$ cat src/rtl/jt89_noise_lfsr_if.sv
// rtl/jt89_noise_lfsr_if.sv - control and sample bus of the JT89 noise channel
interface jt89_noise_lfsr_if #(
    parameter int OUT_W = 10
);
    logic                    cen;
    logic [2:0]              ctrl3;
    logic                    ctrl_we;
    logic [3:0]              vol;
    logic                    ch2;
    logic signed [OUT_W-1:0] snd;
    logic                    noise_bit;
    logic                    update;

    modport master (
        output cen, ctrl3, ctrl_we, vol, ch2,
        input  snd, noise_bit, update
    );

    modport slave (
        input  cen, ctrl3, ctrl_we, vol, ch2,
        output snd, noise_bit, update
    );
endinterface

$ cat src/rtl/jt89_noise_lfsr.sv
// rtl/jt89_noise_lfsr.sv - parametrised JT89 noise channel: rate divider, LFSR, attenuated output
module jt89_noise_lfsr #(
    parameter int                LFSR_W = 16,
    parameter logic [LFSR_W-1:0] TAPS   = 'h0009,
    parameter logic [LFSR_W-1:0] SEED   = 'h8000,
    parameter int                DIV    = 16,
    parameter int                OUT_W  = 10
) (
    input  logic                  clk,
    input  logic                  rst_n,
    jt89_noise_lfsr_if.slave      bus
);
    localparam int CNT_W = $clog2(DIV * 4);

    // 2 dB per step: each attenuation step scales the previous level by 10^(-1/10).
    function automatic logic [16*OUT_W-1:0] build_mag();
        real                  lvl;
        int                   m;
        logic [16*OUT_W-1:0]  t;
        lvl = real'((1 << (OUT_W - 1)) - 1);
        t   = '0;
        for (int v = 0; v < 15; v++) begin
            m = $rtoi(lvl + 0.5);
            t[v*OUT_W +: OUT_W] = OUT_W'(m);
            lvl = lvl * 0.7943282347242815;
        end
        return t;
    endfunction

    localparam logic [16*OUT_W-1:0] MAG_TBL = build_mag();

    logic [LFSR_W-1:0]       shift_q, shift_d;
    logic [CNT_W-1:0]        cnt_q, cnt_d;
    logic                    update_q, update_d;
    logic                    last_ch2_q;
    logic signed [OUT_W-1:0] snd_q, snd_d;

    logic [1:0]        rate;
    logic              slaved;
    logic              fb;
    logic [CNT_W-1:0]  reload;
    logic [OUT_W-1:0]  mag;

    always_comb begin
        rate     = bus.ctrl3[1:0];
        slaved   = (rate == 2'd3);
        reload   = CNT_W'((DIV << rate) - 1);
        fb       = bus.ctrl3[2] ? ^(shift_q & TAPS) : shift_q[0];
        cnt_d    = cnt_q;
        update_d = 1'b0;
        shift_d  = shift_q;

        if (slaved) begin
            update_d = bus.ch2 & ~last_ch2_q;
        end else if (bus.cen) begin
            if (cnt_q == '0) begin
                cnt_d    = reload;
                update_d = 1'b1;
            end else begin
                cnt_d = cnt_q - 1'b1;
            end
        end

        // An all-zero register can never leave zero on its own, so it is reseeded.
        if (update_q) begin
            shift_d = (shift_q == '0) ? SEED : {fb, shift_q[LFSR_W-1:1]};
        end

        if (bus.ctrl_we) begin
            shift_d  = SEED;
            cnt_d    = slaved ? '0 : reload;
            update_d = 1'b0;
        end

        mag   = MAG_TBL[int'(bus.vol)*OUT_W +: OUT_W];
        snd_d = shift_q[0] ? $signed(mag) : -$signed(mag);
    end

    always_ff @(posedge clk or negedge rst_n) begin
        if (!rst_n) begin
            shift_q    <= SEED;
            cnt_q      <= '0;
            update_q   <= 1'b0;
            last_ch2_q <= 1'b0;
            snd_q      <= '0;
        end else begin
            shift_q    <= shift_d;
            cnt_q      <= cnt_d;
            update_q   <= update_d;
            last_ch2_q <= bus.ch2;
            snd_q      <= snd_d;
        end
    end

    assign bus.snd       = snd_q;
    assign bus.noise_bit = shift_q[0];
    assign bus.update    = update_q;
endmodule
$ cat src/flat_wrapper.sv
// flat-port wrapper written by rule: the top's interface ports become plain ports
module jt89_noise_lfsr_flat 
#(
    parameter int                LFSR_W = 16,
    parameter logic [LFSR_W-1:0] TAPS   = 'h0009,
    parameter logic [LFSR_W-1:0] SEED   = 'h8000,
    parameter int                DIV    = 16,
    parameter int                OUT_W  = 10
)
  (clk, rst_n, bus_cen, bus_ctrl3, bus_ctrl_we, bus_vol, bus_ch2, bus_snd, bus_noise_bit, bus_update);
  jt89_noise_lfsr_if #(.OUT_W(OUT_W)) bus_i ();
  input  logic clk;
  input  logic rst_n;
  input wire logic [$bits(bus_i.cen)-1:0] bus_cen;
  input wire logic [$bits(bus_i.ctrl3)-1:0] bus_ctrl3;
  input wire logic [$bits(bus_i.ctrl_we)-1:0] bus_ctrl_we;
  input wire logic [$bits(bus_i.vol)-1:0] bus_vol;
  input wire logic [$bits(bus_i.ch2)-1:0] bus_ch2;
  output wire logic [$bits(bus_i.snd)-1:0] bus_snd;
  output wire logic [$bits(bus_i.noise_bit)-1:0] bus_noise_bit;
  output wire logic [$bits(bus_i.update)-1:0] bus_update;
  assign bus_i.cen = bus_cen;
  assign bus_i.ctrl3 = bus_ctrl3;
  assign bus_i.ctrl_we = bus_ctrl_we;
  assign bus_i.vol = bus_vol;
  assign bus_i.ch2 = bus_ch2;
  assign bus_snd = bus_i.snd;
  assign bus_noise_bit = bus_i.noise_bit;
  assign bus_update = bus_i.update;
  jt89_noise_lfsr #(.LFSR_W(LFSR_W), .TAPS(TAPS), .SEED(SEED), .DIV(DIV), .OUT_W(OUT_W)) u_core (.clk(clk), .rst_n(rst_n), .bus(bus_i));
endmodule
$ cat config.mk
export PLATFORM = sky130hd
export DESIGN_NAME = jt89_noise_lfsr_flat
export DESIGN_NICKNAME = d
export VERILOG_FILES = /design/src/rtl/jt89_noise_lfsr_if.sv /design/src/rtl/jt89_noise_lfsr.sv /design/src/flat_wrapper.sv
export SDC_FILE = /design/constraint.sdc
export NUM_CORES = 1
export LEC_CHECK = 0
export ABC_AREA = 1
export CAP_MARGIN = 25
export CELL_PAD_IN_SITES_DETAIL_PLACEMENT = 0
export CELL_PAD_IN_SITES_GLOBAL_PLACEMENT = 2
export CORE_MARGIN = 5
export CORE_UTILIZATION = 30
export CTS_CLUSTER_DIAMETER = 40
export DETAILED_ROUTE_END_ITERATION = 7
export DONT_BUFFER_PORTS = 1
export MAX_ROUTING_LAYER = met4
export PLACE_DENSITY_LB_ADDON = 0.08
export SLEW_MARGIN = 30
export SYNTH_ARGS = -nofsm -noshare
export SYNTH_HDL_FRONTEND = slang
export SYNTH_SLANG_ARGS = --single-unit
export TNS_END_PERCENT = 100
$ cat constraint.sdc
create_clock -name clk -period 1.3 [get_ports clk]
set_clock_uncertainty 0.2 [all_clocks]
set_input_delay 0.26 -clock clk [delete_from_list [all_inputs] [get_ports clk]]
set_output_delay 0.26 -clock clk [all_outputs]
set_load 0.05 [all_outputs]
==> impl_metrics.py, run 1 <==
metrics = {
    "status": {
        "status": "complete, but fails checks",
        "violations": "negative setup slack",
    },
    "worst_setup_path": {
        "arrival_ns": 1.43,
        "end_kind": "flip-flop",
        "path_class": "reg2reg",
        "path_delay_family": "flip-flops",
        "crit_buf_inv": 2,
        "crit_required_ns": 1.26,
        "worst_path_max_delay_cell": "dfrtp_1",
        "worstPathCellList": "inv_2 > ha_2 > nand4_1 > buf_4 > a21oi_1 > o22ai_1",
        "cp_max_fo": 3,
        "worst_setup_path_start_kind": "flip-flop",
        "crit_path_max_incr_delay_ns": 0.39,
    },
    "placement": {
        "place_area_mm2": 0.002534,
        "io_buffer_count": 0,
        "globalplace.congestion": 0.7864,
        "dpl.hpwl_um": 3501,
    },
    "sta": {
        "max_freq_mhz": 682.0,
        "hold_viol": 0,
        "worstMarginPinSlew_ns": 0.2571,
        "report.final.slew_viol_count": 0,
        "max_slew_margin": 0.8270,
        "layout_min_cycle_time_ns": 1.466,
        "fin_setup_tns_ns": -0.7094,
        "setup-violations-final": 11,
        "rsz0062_at_grt": "yes",
        "period_share": 1.128,
        "worst_slack_ns": -0.1663,
    },
    "grt": {
        "overflow": 0,
        "grt_use_total": 0.1238,
        "grt_antenna_before_repair": 0,
        "first_global_vias": 1766,
        "grt_first_pass_wirelength_um": 8404,
        "grt_max_degree": 35,
    },
    "cells_and_area": {
        "fill_cells": 651,
        "multi_input_area_mm2": 0.001121,
        "regArea_um2": 854.6,
        "fin_area_mm2": 0.002874,
        "areaGrowthSynthToFinish_pct": 43.12,
        "diodes": 0,
        "drive_above_1_share": 0.3933,
        "nets": 325,
    },
    "floorplanning": {
        "die_y_um": 91.82,
        "initial_utilization": 0.3127,
        "core_area_mm2": 0.006422,
        "ios": 24,
        "die_w_um": 91.82,
        "die-area_mm2": 0.008430,
        "rows": 29,
    },
    "clock_network": {
        "clkTransAtPathRegs_ns": 0.07,
        "cts.sinks": 34,
        "cts_buffer_depth": 2,
        "cts_tree": "yes",
        "clock_latency_ns": 0.28,
        "cts_made_buffers": 5,
        "htree_levels": 2,
        "root_buffer": "clkbuf_8",
    },
    "logic_synthesis": {
        "syn_inst": 244,
        "netlist_area_mm2": 0.002008,
        "synthDistinctLibCells": 30,
        "yosysWarnings": 0,
        "syn-mean-instance-area_um2": 8.230,
        "yosysSeqAreaShare": 0.4243,
        "ys_seq_elements": 34,
        "syn_nets": 270,
    },
    "pwr": {
        "vdd_drop_max_uv": 537.5,
        "p_total_mw": 2.830,
        "p_leak_nw": 1.357,
        "powerDensity_mw_per_mm2": 984.7,
    },
    "routing": {
        "dr.pass1.iters": 6,
        "wl_per_cell_um": 12.92,
        "vias": 1724,
        "drc": 0,
        "wl_um": 4872,
        "drtIter0Drc": 49,
        "vias_per_cell": 4.573,
        "ant_nets": 0,
    },
    "job": {
        "cap_violations": 0,
    },
    "min_path": {
        "hold_path_class": "in2reg",
    },
}
==> cell families (layout without fill, tap and decap cells) <==
logic type,count (synthesis),after routing,synth area share
AOI/OAI and AO/OA,39,39,0.1184
xor gates and xnor gates,4,4,0.01745
adders and majority gates,14,14,0.08723
buffers and inverters,50,106,0.1072
DFF,34,34,0.4243
and+or+nand+nor,103,103,0.2455
==> stage by stage <==
stage,hold WS [ns],std cells,setup slack (ns),util
CTS,0.02789,375,-0.1589,0.4307
detailed placement,-0.2346,359,-0.3459,0.3945
global route,0.04723,377,-0.3023,0.4475
global placement,-0.2347,359,-0.3842,0.3945
finish,0.03328,377,-0.1663,0.4475
floorplan,-0.2356,244,-0.2820,-
==> Yosys cell counts <==
cell type	n	area (µm²)
xor2_1	3	26.28
clkbuf_1	2	7.510
buf_6	2	22.52
a21oi_1	5	25.02
or2_2	1	6.260
dfrtp_1	33	825.8
nand2_2	7	43.79
nor4_1	2	12.51
buf_2	2	10.01
nor2_4	2	22.52
nand2_1	48	180.2
ha_1	14	175.2
o21ai_1	2	10.01
o221ai_1	1	8.760
nor2_2	4	25.02
o21ai_0	8	40.04
nand3_1	10	50.05
o211ai_1	2	15.01
a31oi_1	3	18.77
nand4_1	7	43.79
nand3b_1	2	15.01
inv_6	2	17.52
inv_1	42	157.7
o2111ai_1	1	8.760
dfstp_2	1	26.28
nor2_1	17	63.81
o22ai_1	15	93.84
xnor2_1	1	8.760
nand3_2	3	30.03
o21ai_2	2	17.52
==> worst paths after layout <==
check	slack, ns	from	to	cells after the start
max	-0.17	u_core.cnt_q[0]$_DFFE_PN0P_	u_core.cnt_q[4]$_DFFE_PN0P_	6
min	0.03	bus_ctrl3[2]	u_core.shift_q[15]$_DFFE_PN1P_	3
max reg2reg	-0.17	u_core.cnt_q[0]$_DFFE_PN0P_	u_core.cnt_q[4]$_DFFE_PN0P_	6
min reg2reg	0.28	u_core.cnt_q[5]$_DFFE_PN0P_	u_core.cnt_q[5]$_DFFE_PN0P_	2
max in group asynchronous	0.43	rst_n	u_core.shift_q[15]$_DFFE_PN1P_	2
min in group asynchronous	0.23	rst_n	u_core.shift_q[13]$_DFFE_PN0P_	2
==> tightest hold or removal path: cells and delay by family <==
family | cells | cell delay [ns]
simple gates | 1 | 0.03
compound gates | 2 | 0.22
==> flip-flops by register name, summed over array words and instances, names as in the netlist <==
name,flops
u_core.bus.snd,10
u_core.shift_q,16
u_core.last_ch2_q,1
u_core.bus.update,1
u_core.cnt_q,6
==> what timing repair did <==
item                                   in CTS  in global routing
hold buffers                                7                  0
pin swaps                                   7                 21
endpoints found under the hold margin      39                  0
resized for setup                          16                 27
setup endpoints to repair                  18                 27
buffers inserted                            1                  2
==> final cells by class <==
type	count	area share
clock buffers	8	0.03135
inverters	44	0.06879
flip-flops and latches	34	0.2973
multi-input cells	160	0.3901
well taps	77	0.03352
repair buffers	54	0.1789
==> layer usage <==
metal  track usage  part of all wire  vias to the layer above
li1              -                 -                      904
met1        0.1768              0.53                      796
met2        0.1795              0.43                       20
met3       0.02864             0.030                        4
met4       0.02475            0.0049                        0
met5             -                 0                        -
==> where the power goes <==
part	internal (mW)	total (mW)	leakage, nW	switching [mW]
Clock	0.432	0.808	0.0455	0.376
Sequential	1.13	1.17	0.422	0.0365
Combinational	0.368	0.854	0.890	0.486
Total	1.93	2.83	1.36	0.899
==> layout by cell type, fill, tap and decap left out, types with 3 or more instances in the layout <==
cell	n
inv_1	32
ha_4	5
nand4_1	7
nand3_1	9
nor2_4	6
buf_4	30
xor2_1	3
clkbuf_8	6
a21oi_1	3
inv_2	8
buf_12	3
ha_2	3
o22ai_1	15
nand2_2	16
nand3_2	3
dlygate4sd3_1	6
nand2_1	38
o21ai_0	3
dfrtp_1	31
o21ai_2	4
o21ai_1	5
buf_6	15
nor2_2	4
nor2_1	13
ha_1	6
Note: power is estimated with default switching activity, not from simulation.
==> run 2: changes to the inputs <==
--- a/config.mk
+++ b/config.mk
@@ -16,6 +16,8 @@
 export DONT_BUFFER_PORTS = 1
 export MAX_ROUTING_LAYER = met4
 export PLACE_DENSITY_LB_ADDON = 0.08
+export SETUP_SLACK_MARGIN = 0.1
+export SKIP_CTS_REPAIR_TIMING = 1
 export SLEW_MARGIN = 30
 export SYNTH_ARGS = -nofsm -noshare
 export SYNTH_HDL_FRONTEND = slang
==> constraint.sdc (replaced) <==
create_clock -name clk -period 1.8 [get_ports clk]
set_clock_uncertainty 0.2 [all_clocks]
set_input_delay 0.36 -clock clk [delete_from_list [all_inputs] [get_ports clk]]
set_output_delay 0.36 -clock clk [all_outputs]
set_load 0.05 [all_outputs]
==> run 2 against run 1 <==
Against the previous run: the run now ends clean; worst setup slack gained 0.45 ns; register-to-register slack gained 0.45 ns; sequential cell count is the same; critical path depth grew 2; cell area shrank 18%; final cell count shrank 11%; non-clock buffer count shrank 40; largest cell class unchanged.
==> impl_metrics.py, run 2 (synthesis results as in run 1) <==
metrics = {
    "worst_setup_path": {
        "arrival_ns": 1.53,
        "crit_buf_inv": 2,
        "crit_path_max_incr_delay_ns": 0.40,
        "path_common_cell": "nand2_1",
        "reg2reg_depth": 8,
        "path_class": "reg2reg",
        "worst_path_max_delay_cell": "dfrtp_1",
        "crit_path_end": "u_core.cnt_q[5]$_DFFE_PN0P_",
        "cp_max_fo": 5,
        "path_delay_family": "flip-flops",
        "worstPathCellList": "inv_2 > ha_1 > nand4_1 > inv_1 > o21ai_0 > o211ai_1 > nand2_1 > nand2_1",
        "cp.depth": 8,
        "worst_setup_path_start_kind": "flip-flop",
        "r2r_end": "u_core.cnt_q[5]$_DFFE_PN0P_",
        "r2r-start": "u_core.cnt_q[0]$_DFFE_PN0P_",
        "reg2reg_slack_ns": 0.29,
        "crit_required_ns": 1.82,
        "cp-startpoint": "u_core.cnt_q[0]$_DFFE_PN0P_",
        "end_kind": "flip-flop",
    },
    "cells_and_area": {
        "regArea_um2": 852.1,
        "layout_common_cells": "nand2_1 (45), inv_1 (36), dfrtp_1 (33)",
        "multi_input_area_um2": 996.0,
        "layout_commonest_cell": "nand2_1",
        "nets": 285,
        "regMostFlops": "u_core.shift_q",
        "drive_above_1_share": 0.2000,
        "diodes": 0,
        "areaGrowthSynthToFinish_pct": 17.82,
        "fill_cells": 648,
        "largest_register_ffs": 16,
    },
    "routing": {
        "wl_per_cell_um": 12.90,
        "drc": 0,
        "vias": 1578,
        "dr.pass1.iters": 4,
        "ant_nets": 0,
        "wl_um": 4347,
        "vias_per_cell": 4.682,
        "drtIter0Drc": 62,
    },
    "floorplanning": {
        "die_y_um": 91.82,
        "die-area_mm2": 0.008430,
        "core_area_mm2": 0.006422,
        "rows": 29,
        "initial_utilization": 0.3127,
        "die_w_um": 91.82,
        "ios": 24,
    },
    "sta": {
        "setup-violations-final": 0,
        "worstMarginPinSlew_ns": 0.5391,
        "max_slew_margin": 0.6397,
        "max_freq_mhz": 660.4,
        "holdWs_ns": 0.01275,
        "fin_setup_tns_ns": 0,
        "hold_viol": 0,
        "rsz0062_at_grt": "no",
        "period_share": 0.8413,
        "layout_min_cycle_time_ns": 1.514,
        "report.final.slew_viol_count": 0,
    },
    "placement": {
        "globalplace.congestion": 0.7139,
        "io_buffer_count": 0,
        "dpl.hpwl_um": 3231,
    },
    "status": {
        "status": "complete, no violations",
    },
    "grt": {
        "grt_antenna_before_repair": 0,
        "grt_max_degree": 35,
        "overflow": 0,
        "grt_first_pass_wirelength_um": 7320,
        "first_global_vias": 1492,
        "grt_use_total": 0.1113,
    },
    "clock_network": {
        "cts_made_buffers": 5,
        "cts.sinks": 34,
        "clock_latency_ns": 0.28,
        "root_buffer": "clkbuf_8",
        "cts_buffer_depth": 2,
        "htree_levels": 2,
        "cts_tree": "yes",
        "clkTransAtPathRegs_ns": 0.07,
    },
    "pwr": {
        "powerDensity_mw_per_mm2": 821.8,
        "vdd_drop_max_uv": 570.3,
        "p_leak_nw": 1.135,
    },
    "min_path": {
        "hold_start": "bus_ch2",
        "hold_path_class": "in2reg",
    },
    "job": {
        "cap_violations": 0,
    },
}
==> run 2: layout make-up <==
cell class                      instances  area share
Timing Repair Buffer                   14     0.05288
Sequential cell                        34      0.3601
Clock buffer                            7     0.03226
Multi-Input combinational cell        160      0.4209
Inverter                               44     0.08038
Clock inverter                          1     0.01269
Tap cell                               77     0.04072
==> run 2: metrics by stage <==
step | cells | setup slack (ns) | area [µm²] | util | power (mW)
after floorplan | 244 | 0.1006 | 2087 | - | 1.199
after global placement | 325 | -0.02708 | 2210 | 0.3440 | 1.262
after detailed placement | 325 | -0.005732 | 2210 | 0.3440 | 1.253
after CTS | 333 | 0.2172 | 2316 | 0.3606 | 1.955
after global routing | 337 | 0.1210 | 2366 | 0.3684 | 2.072
final | 337 | 0.2857 | 2366 | 0.3684 | 1.944
==> run 2: routing by layer <==
| metal | vias to the layer above | wire length, µm | track usage |
|---|---|---|---|
| li1 | 825 | - | - |
| met1 | 723 | 2261 | 0.1621 |
| met4 | 0 | 36 | 0.03465 |
| met3 | 4 | 206 | 0.02946 |
| met2 | 26 | 1843 | 0.1491 |
| met5 | - | 0 | - |
==> run 2: where the power goes <==
group          switching (mW)  total, mW  leakage [nW]  internal (mW)
registers               0.136      0.952         0.425          0.816
logic                   0.188      0.311         0.657          0.123
clock network           0.268      0.682        0.0524          0.414
==> run 2: worst reg2reg max path: cells and delay by family, from the launching register on <==
kind | cells | cell delay (ns)
buf+inv | 2 | 0.22
flops | 1 | 0.40
fa+ha+maj | 1 | 0.15
simple gates | 3 | 0.31
compound gates | 2 | 0.19
==> run 2: how the worst min path moves through the flow <==
| stage | endpoint | cells past startpoint |
|---|---|---|
| 4_1_cts | u_core.shift_q[11]$_DFFE_PN0P_ | 0 |
| 6_report | u_core.bus.update$_DFF_PN0_ | 2 |
| 3_5_place_dp | u_core.shift_q[11]$_DFFE_PN0P_ | 0 |
| 3_3_place_gp | u_core.shift_q[10]$_DFFE_PN0P_ | 0 |
| 2_1_floorplan | u_core.bus.snd[0]$_DFF_PN0_ | 0 |
| 5_1_grt | u_core.shift_q[15]$_DFFE_PN1P_ | 2 |
